**config.mk**
```make
export PLATFORM = sky130hd
export DESIGN_NAME = vpu_lane_issue_ctrl
export DESIGN_NICKNAME = d
export VERILOG_FILES = /design/src/rtl/vpu_lane_issue_ctrl_pkg.sv /design/src/rtl/vpu_lane_watchdog.sv /design/src/rtl/vpu_lane_issue_ctrl.sv
export SDC_FILE = /design/constraint.sdc
export NUM_CORES = 1
export LEC_CHECK = 0
export ABC_AREA = 1
export CAP_MARGIN = 20
export CORE_ASPECT_RATIO = 1.4
export CORE_MARGIN = 5
export CORE_UTILIZATION = 45
export DETAILED_ROUTE_END_ITERATION = 10
export HOLD_SLACK_MARGIN = 0.1
export PLACE_DENSITY = 0.84
export SYNTH_ARGS = -nofsm -noshare
export SYNTH_HDL_FRONTEND = slang
export SYNTH_SLANG_ARGS = --single-unit
```
**constraint.sdc**
```tcl
create_clock -name clk -period 2.8 [get_ports clk]
set_input_delay 0.42 -clock clk [delete_from_list [all_inputs] [get_ports clk]]
set_output_delay 0.42 -clock clk [all_outputs]
set_load 0.03 [all_outputs]
```
**src/rtl/vpu_lane_issue_ctrl_pkg.sv**
```systemverilog
// vpu_lane_issue_ctrl_pkg: shared VPU lane request, error and controller state types
package vpu_lane_issue_ctrl_pkg;
  localparam int OPERAND_WIDTH = 16;
  localparam int SRC_OPERAND_CNT = 3;
  localparam int LANE_TIMEOUT_DEFAULT = 64;
  typedef struct packed {
    logic fp_div;
    logic fp_fma;
    logic fp_mul;
    logic fp_add;
  } vpu_fp_req_t;
  typedef struct packed {
    vpu_fp_req_t fp_req;
  } vpu_exec_req_t;
  typedef enum logic [1:0] {
    ERR_OK = 2'b00,
    ERR_TIMEOUT = 2'b01,
    ERR_ILLEGAL_OP = 2'b10
  } lane_ctrl_err_t;
  typedef enum logic [1:0] {
    IDLE,
    ISSUE,
    WAIT,
    RESP
  } lane_ctrl_state_t;
endpackage

```
**src/rtl/vpu_lane_watchdog.sv**
```systemverilog
// vpu_lane_watchdog: clear/enable counter that saturates at LIMIT-1 and flags expiry
module vpu_lane_watchdog #(
  parameter int LIMIT = 64
) (
  input  logic clk,
  input  logic rst_n,
  input  logic clr,
  input  logic en,
  output logic expired
);
  localparam int W = $clog2(LIMIT + 1);
  logic [W-1:0] cnt;
  assign expired = cnt == W'(LIMIT - 1);
  // count up while enabled, parking at the expiry value so it never wraps
  always_ff @(posedge clk or negedge rst_n)
    if (!rst_n) cnt <= '0;
    else if (clr) cnt <= '0;
    else if (en && !expired) cnt <= cnt + 1'b1;
endmodule

```
**src/rtl/vpu_lane_issue_ctrl.sv**
```systemverilog
// vpu_lane_issue_ctrl: single-outstanding issue/collect controller in front of the VPU lane
module vpu_lane_issue_ctrl
  import vpu_lane_issue_ctrl_pkg::*;
#(
  parameter int TIMEOUT_CYCLES = LANE_TIMEOUT_DEFAULT,
  parameter int DST_WIDTH = 5
) (
  input  logic                                            clk,
  input  logic                                            rst_n,
  input  logic                                            req_valid_i,
  output logic                                            req_ready_o,
  input  vpu_exec_req_t                                   req_op_func_i,
  input  logic [SRC_OPERAND_CNT-1:0][OPERAND_WIDTH-1:0]   req_operand_i,
  input  logic [SRC_OPERAND_CNT-1:0]                      req_operand_valid_i,
  input  logic [DST_WIDTH-1:0]                            req_dst_i,
  output logic                                            lane_start_o,
  output vpu_exec_req_t                                   lane_op_func_o,
  output logic [SRC_OPERAND_CNT-1:0][OPERAND_WIDTH-1:0]   lane_operand_o,
  output logic [SRC_OPERAND_CNT-1:0]                      lane_operand_valid_o,
  input  logic [OPERAND_WIDTH-1:0]                        lane_dout_i,
  input  logic                                            lane_done_i,
  output logic                                            rsp_valid_o,
  input  logic                                            rsp_ready_i,
  output logic [OPERAND_WIDTH-1:0]                        rsp_data_o,
  output logic [DST_WIDTH-1:0]                            rsp_dst_o,
  output lane_ctrl_err_t                                  rsp_err_o
);
  lane_ctrl_state_t state, state_n;
  logic expired, accept, illegal, capture, tmo, issue_ok;
  vpu_lane_watchdog #(.LIMIT(TIMEOUT_CYCLES)) u_wdog (
    .clk(clk),
    .rst_n(rst_n),
    .clr(state == ISSUE),
    .en(state == WAIT),
    .expired(expired)
  );
  assign req_ready_o = state == IDLE;
  assign accept = req_ready_o && req_valid_i;
  assign illegal = req_op_func_i.fp_req == '0;
  assign issue_ok = accept && !illegal;
  assign capture = (state == ISSUE || state == WAIT) && lane_done_i;
  assign tmo = state == WAIT && !lane_done_i && expired;
  // state register
  always_ff @(posedge clk or negedge rst_n)
    if (!rst_n) state <= IDLE;
    else state <= state_n;
  // next state; done has priority over the watchdog
  always_comb begin
    state_n = state;
    case (state)
      IDLE:  state_n = accept ? (illegal ? RESP : ISSUE) : IDLE;
      ISSUE: state_n = lane_done_i ? RESP : WAIT;
      WAIT:  state_n = (lane_done_i || expired) ? RESP : WAIT;
      RESP:  state_n = rsp_ready_i ? IDLE : RESP;
      default: state_n = IDLE;
    endcase
  end
  // lane hold registers: loaded on a legal accept, cleared once the lane is finished with
  always_ff @(posedge clk or negedge rst_n)
    if (!rst_n) begin
      lane_start_o <= 1'b0;
      lane_op_func_o <= '0;
      lane_operand_o <= '0;
      lane_operand_valid_o <= '0;
    end else begin
      lane_start_o <= issue_ok;
      if (issue_ok) begin
        lane_op_func_o <= req_op_func_i;
        lane_operand_o <= req_operand_i;
        lane_operand_valid_o <= req_operand_valid_i;
      end else if (capture || tmo) begin
        lane_op_func_o <= '0;
        lane_operand_o <= '0;
        lane_operand_valid_o <= '0;
      end
    end
  // response register: filled on completion, held until writeback takes it
  always_ff @(posedge clk or negedge rst_n)
    if (!rst_n) begin
      rsp_valid_o <= 1'b0;
      rsp_data_o <= '0;
      rsp_dst_o <= '0;
      rsp_err_o <= ERR_OK;
    end else begin
      if (accept) rsp_dst_o <= req_dst_i;
      if (accept && illegal) begin
        rsp_valid_o <= 1'b1;
        rsp_data_o <= '0;
        rsp_err_o <= ERR_ILLEGAL_OP;
      end else if (capture) begin
        rsp_valid_o <= 1'b1;
        rsp_data_o <= lane_dout_i;
        rsp_err_o <= ERR_OK;
      end else if (tmo) begin
        rsp_valid_o <= 1'b1;
        rsp_data_o <= '0;
        rsp_err_o <= ERR_TIMEOUT;
      end else if (state == RESP && rsp_ready_i) rsp_valid_o <= 1'b0;
    end
endmodule

```
==> impl_results.md, run 1 <==
* Vias in the first global route at 3,723
* Seq/Total Area, Yosys at 56.9%
* Placed insts at 677
* GRT Overall Usage at 21.6%
* Post-detail-place hpwl at 7790 um
* Post-synth EDFFs at 0
* CTS Hold Bufs at 0
* Run status: finished clean
* Setup CP Type: reg -> reg
* CTS tree: done
* Mapped Avg Cell Area at 8.95 sq um
* VDD IR max at 0.787 mV
* Residual DRC at 0
* Final Setup Violations at 0
* Fraction of registers with async set/reset at 100%
* DRT antenna net count at 0
* Top post-synthesis cells by count: nand2_1, dfrtp_1, nand4_1
* Yosys cell types at 20
* Leading area contributor after synthesis: dfrtp_1
* GPL Wtd Cong at 0.800
* P_leak at 2.89 nW
* Post-DR vias/cell at 5.25
* Combinational share of power at 49.3%
* CP Capture Type: register
* Vias post-DR at 3,649
* FILL cells at 671
* Core Rows at 40
* Top delay family on crit path: simple AND/OR/NAND/NOR gates
* Non-filler cells in the finished layout at 695
* Largest family of logic cells by synthesized area: simple AND/OR/NAND/NOR gates
* Setup bufs post-CTS at 0
* Synth Area in Simple Gates at 32.7%
* PortBufs at 161
* Clock power share at 20.4%
* Overflow after GRT at 0
* Syn nets at 524
* Clk_skew at 0.00751 ns
* Cell Area, Synth at 3910 sq um
* Tmin final at 2.20 ns
* MaxCap Viol Count at 0
* First-pass GRT wire length at 18,000 um
* Largest net degree at the start of global routing at 90
* Die W at 88.8 um
* Place WS at 0.473 ns
* Most used cell, CP: inv_1
* Layout cells sized above 1 at 5.76%
* Ys Warns at 0
* Final worst slack at 0.596 ns
* Slew of the pin with the lowest slew margin at 0.806 ns
* Cts bufs inserted at 9
* Cells after Synth at 437
* Synth Register Bits at 89
* Setup TNS at 0 ns
* Sw frac at 42.1%
* Hold crit path type: reg -> reg
* # IOs at 162
* Endpoints failing hold at 0
* CTS root buffer: clkbuf_16
* Max Slew Vio Count at 0
* XOR/XNOR Fraction of Synth Area at 0.224%
* Part of the power in registers at 30.3%
* Power density cells at 1210 nW/um^2
* Worst skew pair latency at 0.34 ns
* Clk sinks at 89
* CP arrival at 2.43 ns
* Die Span Y at 120 um
* Pint at 4.15 mW
* Final Cycle Share at 78.7%
* Worst path slowest cell: nand3_2
* Initial Util at 45.7%
* CTS max path bufs at 2
* Htree depth at 3
* Antenna Cells at 0
* Compound-Gate Fraction of Synth Area at 1.18%
* Synthesis-to-layout area growth at 51.0%
* CP max stage delay at 0.54 ns
* RSZ-0062 raised after global routing: no
* Routed len/inst at 16.2 um
* Most common cell in the netlist: nand2_1
* Core footprint at 8560 sq um
* Gates resized, CTS repair at 0
* WP data required at 3.03 ns
* Worst-path fanout max at 45
* Net Sw Power at 3.01 mW
* Initial DRC Count at 188
* Worst-path clk slew at 0.06 ns
* Drt total wl at 11,300 um
* Top-area cell type share of the netlist area at 56.9%
* Multiplexer share of the synthesized area at 0%
* Crit-path cells: inv_1 > ha_1 > inv_1 > nor2_1 > nand3_2 > buf_12 > nand4_1 > nand2_1
* Top FF cell, synth: dfrtp_1
* Max_slew headroom at 46.2%
* Setup crit start kind: register
* Util after Layout at 69.0%
* Worst Path Buf+Inv at 3
* Max Freq at 0.454 GHz
* Top cells by area, synth: dfrtp_1, nand2_1, nand4_1
* Drt first pass iters at 4
* Initial antenna violation count at 0
* Final nets at 672
* Die area at 10,700 sq um
* Adder-Cell Fraction of Synth Area at 1.92%
## path summary, 6_finish.rpt
kind | startpoint | depth (start not counted) | end | slack (ns)
max | state[0] | 8 | lane_operand_o[25] | 0.60
min | rsp_dst_o[1] | 2 | rsp_dst_o[1] | 0.48
max reg2reg | state[0] | 8 | lane_operand_o[25] | 0.60
min reg2reg | rsp_dst_o[1] | 2 | rsp_dst_o[1] | 0.48
max in group asynchronous | rst_n | 3 | lane_operand_o[27] | 1.57
min in group asynchronous | rst_n | 2 | lane_operand_o[36] | 0.60
## registers in the layout (all words and copies together), names as in the netlist
name and count:
rsp_data_o 16, lane_operand_o 48, rsp_valid_o 1, rsp_err_o 2
rsp_dst_o 5, u_wdog.cnt 7, state 2, lane_start_o 1
lane_operand_valid_o 3, lane_op_func_o 4
## routing by layer
| layer | vias up | part of all wire, % | track usage [%] |
|---|---|---|---|
| met5 | - | 0 | 0 |
| met4 | 0 | 3.3 | 8.88 |
| met3 | 22 | 6.3 | 5.73 |
| met2 | 145 | 53 | 36.8 |
| met1 | 1731 | 37 | 25.1 |
| li1 | 1751 | - | - |
## power groups by stage
stage	logic [mW]	clock network [mW]	registers, mW
5_1_grt	3.80	1.54	2.23
3_3_place_gp	3.46	0	2.15
4_1_cts	3.56	1.48	2.17
6_report	3.53	1.46	2.17
2_1_floorplan	1.09	0	3.15
3_5_place_dp	3.54	0	2.17
## area by class of cell
cell class,count,area (sq um),area share (%)
flip-flops and latches,89,2230,37.7
repair buffers,167,1690,28.6
multi-input cells,298,1420,24.0
clock buffers,9,225,3.81
clock inverters,7,141,2.39
well taps,105,131,2.22
inverters,20,75.1,1.27
## layout by cell type, fill, tap and decap left out, types with 6 or more instances in the layout
master,netlist,routed
inv_1,16,16
clkdlybuf4s50_1,0,160
ha_1,6,6
nand4_1,55,55
clkbuf_16,0,9
dfrtp_1,89,89
nand2_1,163,161
nor2_1,12,12
nand3_1,49,48
## tightest hold or removal path, delay by kind of cell, from the launching register on
family / cells / cell delay (ns)
flops: 1 / 0.34
simple gates: 2 / 0.10
## per-stage QoR
stage               instance area, sq um  hold slack (ns)  power [mW]
floorplan                           3910            0.124        4.24
global placement                    5500            0.469        5.61
detailed placement                  5500            0.465        5.71
CTS                                 5870            0.338        7.21
global route                        5910            0.511        7.57
finish                              5910            0.478        7.16
## kinds of logic (layout without fill, tap and decap cells)
family	after synthesis	in the layout
adder cells (fa/ha/maj)	6	6
AND/OR/NAND/NOR	283	283
XOR/XNOR	1	1
flip-flops	89	89
buffers and inverters	50	203
AO/OA/AOI/OAI	8	8
Power figures use the tool's default switching activity.
==> inputs of run 2 (changes only) <==
--- a/config.mk
+++ b/config.mk
@@ -9,10 +9,10 @@
 export CAP_MARGIN = 20
 export CORE_ASPECT_RATIO = 1.4
 export CORE_MARGIN = 5
-export CORE_UTILIZATION = 45
+export CORE_UTILIZATION = 43
 export DETAILED_ROUTE_END_ITERATION = 10
 export HOLD_SLACK_MARGIN = 0.1
-export PLACE_DENSITY = 0.84
+export PLACE_DENSITY = 0.8
 export SYNTH_ARGS = -nofsm -noshare
 export SYNTH_HDL_FRONTEND = slang
 export SYNTH_SLANG_ARGS = --single-unit
==> constraint.sdc (replaced) <==
create_clock -name clk -period 2.15 [get_ports clk]
set_input_delay 0.3225 -clock clk [delete_from_list [all_inputs] [get_ports clk]]
set_output_delay 0.3225 -clock clk [all_outputs]
set_load 0.03 [all_outputs]
==> run 2 against run 1 <==
  * Combinational power up 31%
  * Clock skew down 0.0030 ns
  * First-iteration DRC count up 0.53%
  * Largest power group unchanged
  * Highest routed layer unchanged
==> impl_results.md, run 2 (synthesis results as in run 1) <==
* Run status: finished clean
* Setup CP Type: reg -> out
* Util after Layout at 65.6%
* VDD IR max at 1.06 mV
* GRT Overall Usage at 19.8%
* Final Cycle Share at 95.4%
* Commonest non-fill, non-tap cell in the layout: nand2_1
* Total power at 9.06 mW
* Drt total wl at 11,300 um
* Largest registers: lane_operand_o: 48 flops, rsp_data_o: 16 flops, u_wdog.cnt: 7 flops
* Clk_skew at 0.00450 ns
* CP arrival at 1.73 ns
* Initial Util at 43.6%
* Max Slew Vio Count at 0
* Max reg flops at 48
* Initial antenna violation count at 0
* Clk sinks at 89
* Die Span Y at 123 um
* RSZ-0062 raised after global routing: no
* WP data required at 1.83 ns
* Vias in the first global route at 3,691
* Initial DRC Count at 189
* Layout cells sized above 1 at 6.06%
* Endpoints failing hold at 0
* Largest net degree at the start of global routing at 75
* Placed Instance Area at 5570 sq um
* Power density cells at 1540 nW/um^2
* CP Capture Type: output pin
* CTS tree: done
* Hold crit path type: reg -> reg
* Max_slew headroom at 59.8%
* Setup TNS at 0 ns
* Worst-path fanout max at 3
* Vias post-DR at 3,708
* Setup bufs post-CTS at 0
* Drt first pass iters at 4
* GPL Wtd Cong at 0.823
* # IOs at 162
* Max Freq at 0.488 GHz
* P_leak at 2.89 nW
* MaxCap Viol Count at 0
* Post-detail-place hpwl at 8190 um
* Design area at 5890 sq um
* First-pass GRT wire length at 17,800 um
* Antenna Cells at 0
* Overflow after GRT at 0
* Synthesis-to-layout area growth at 50.5%
* Most frequent cells in the layout: nand2_1, clkdlybuf4s50_1, dfrtp_1
* Worst skew pair latency at 0.33 ns
* CTS root buffer: clkbuf_16
* Routed len/inst at 16.1 um
* Final nets at 676
* CTS Hold Bufs at 1
* Final Setup Violations at 0
* Die area at 11,100 sq um
* Die W at 90.6 um
* PortBufs at 161
* Largest Register: lane_operand_o
* CTS max path bufs at 2
* Cts bufs inserted at 9
* Htree depth at 3
* DRT antenna net count at 0
* Worst-path clk slew at 0.06 ns
* Residual DRC at 0
* Core footprint at 8980 sq um
* Core Rows at 41
* Post-DR vias/cell at 5.29
* Setup crit start kind: register
* Slew of the pin with the lowest slew margin at 0.597 ns
* Tmin final at 2.05 ns
* Gates resized, CTS repair at 0
## run 2: path summary, 6_finish.rpt
kind                                 from                  to  slack [ns]  cells after the start
max                              state[0]         req_ready_o         0.1                      3
min in group asynchronous           rst_n  lane_operand_o[36]        0.53                      2
min                        rsp_data_o[11]      rsp_data_o[11]        0.50                      2
max reg2reg                      state[0]  lane_operand_o[33]        0.44                      6
max in group asynchronous           rst_n  lane_operand_o[39]        0.99                      3
min reg2reg                rsp_data_o[11]      rsp_data_o[11]        0.50                      2
## run 2: area by class of cell
cell class                 count  area, sq um
multi-input combinational    298         1420
sequential                    89         2230
inverter                      20         75.1
fill                         751         3090
timing repair buffer         171         1720
tap                          107          134
clock buffer                  14          274
clock inverter                 2         35.0
## run 2: metrics by stage
stage               hold slack [ns]  instances  worst slack [ns]
floorplan                    0.0269        437             0.414
global placement              0.343        684             0.341
detailed placement            0.350        684             0.322
CTS                           0.502        701            0.0841
global route                  0.523        701            0.0603
finish                        0.503        701            0.0998
## run 2: where the power goes
part	internal (mW)	total, mW	switching, mW
clock	0.995	1.59	0.598
sequential	2.39	2.84	0.447
combinational	1.80	4.63	2.83
## run 2: metal layers
layer  vias to the layer above  GRT usage [%]  share of wire, %
li1                       1756              -                 -
met2                       155           34.6                53
met5                         -              0                 0
met3                        16           5.58               7.3
met4                         0           6.52               2.1
met1                      1781           23.4                37
## run 2: critical path, cell delays in order, from the launching register on
cell             delay (ns)
dfrtp_1                0.40
inv_1                  0.11
ha_1                   0.20
clkdlybuf4s50_1        0.69
==> inputs of run 3 (changes only) <==
--- a/config.mk
+++ b/config.mk
@@ -10,6 +10,7 @@
 export CORE_ASPECT_RATIO = 1.4
 export CORE_MARGIN = 5
 export CORE_UTILIZATION = 43
+export CTS_CLUSTER_SIZE = 30
 export DETAILED_ROUTE_END_ITERATION = 10
 export HOLD_SLACK_MARGIN = 0.1
 export PLACE_DENSITY = 0.8
==> results of run 3 <==
No change in the layout: final DEF, timing and power equal those of run 2.
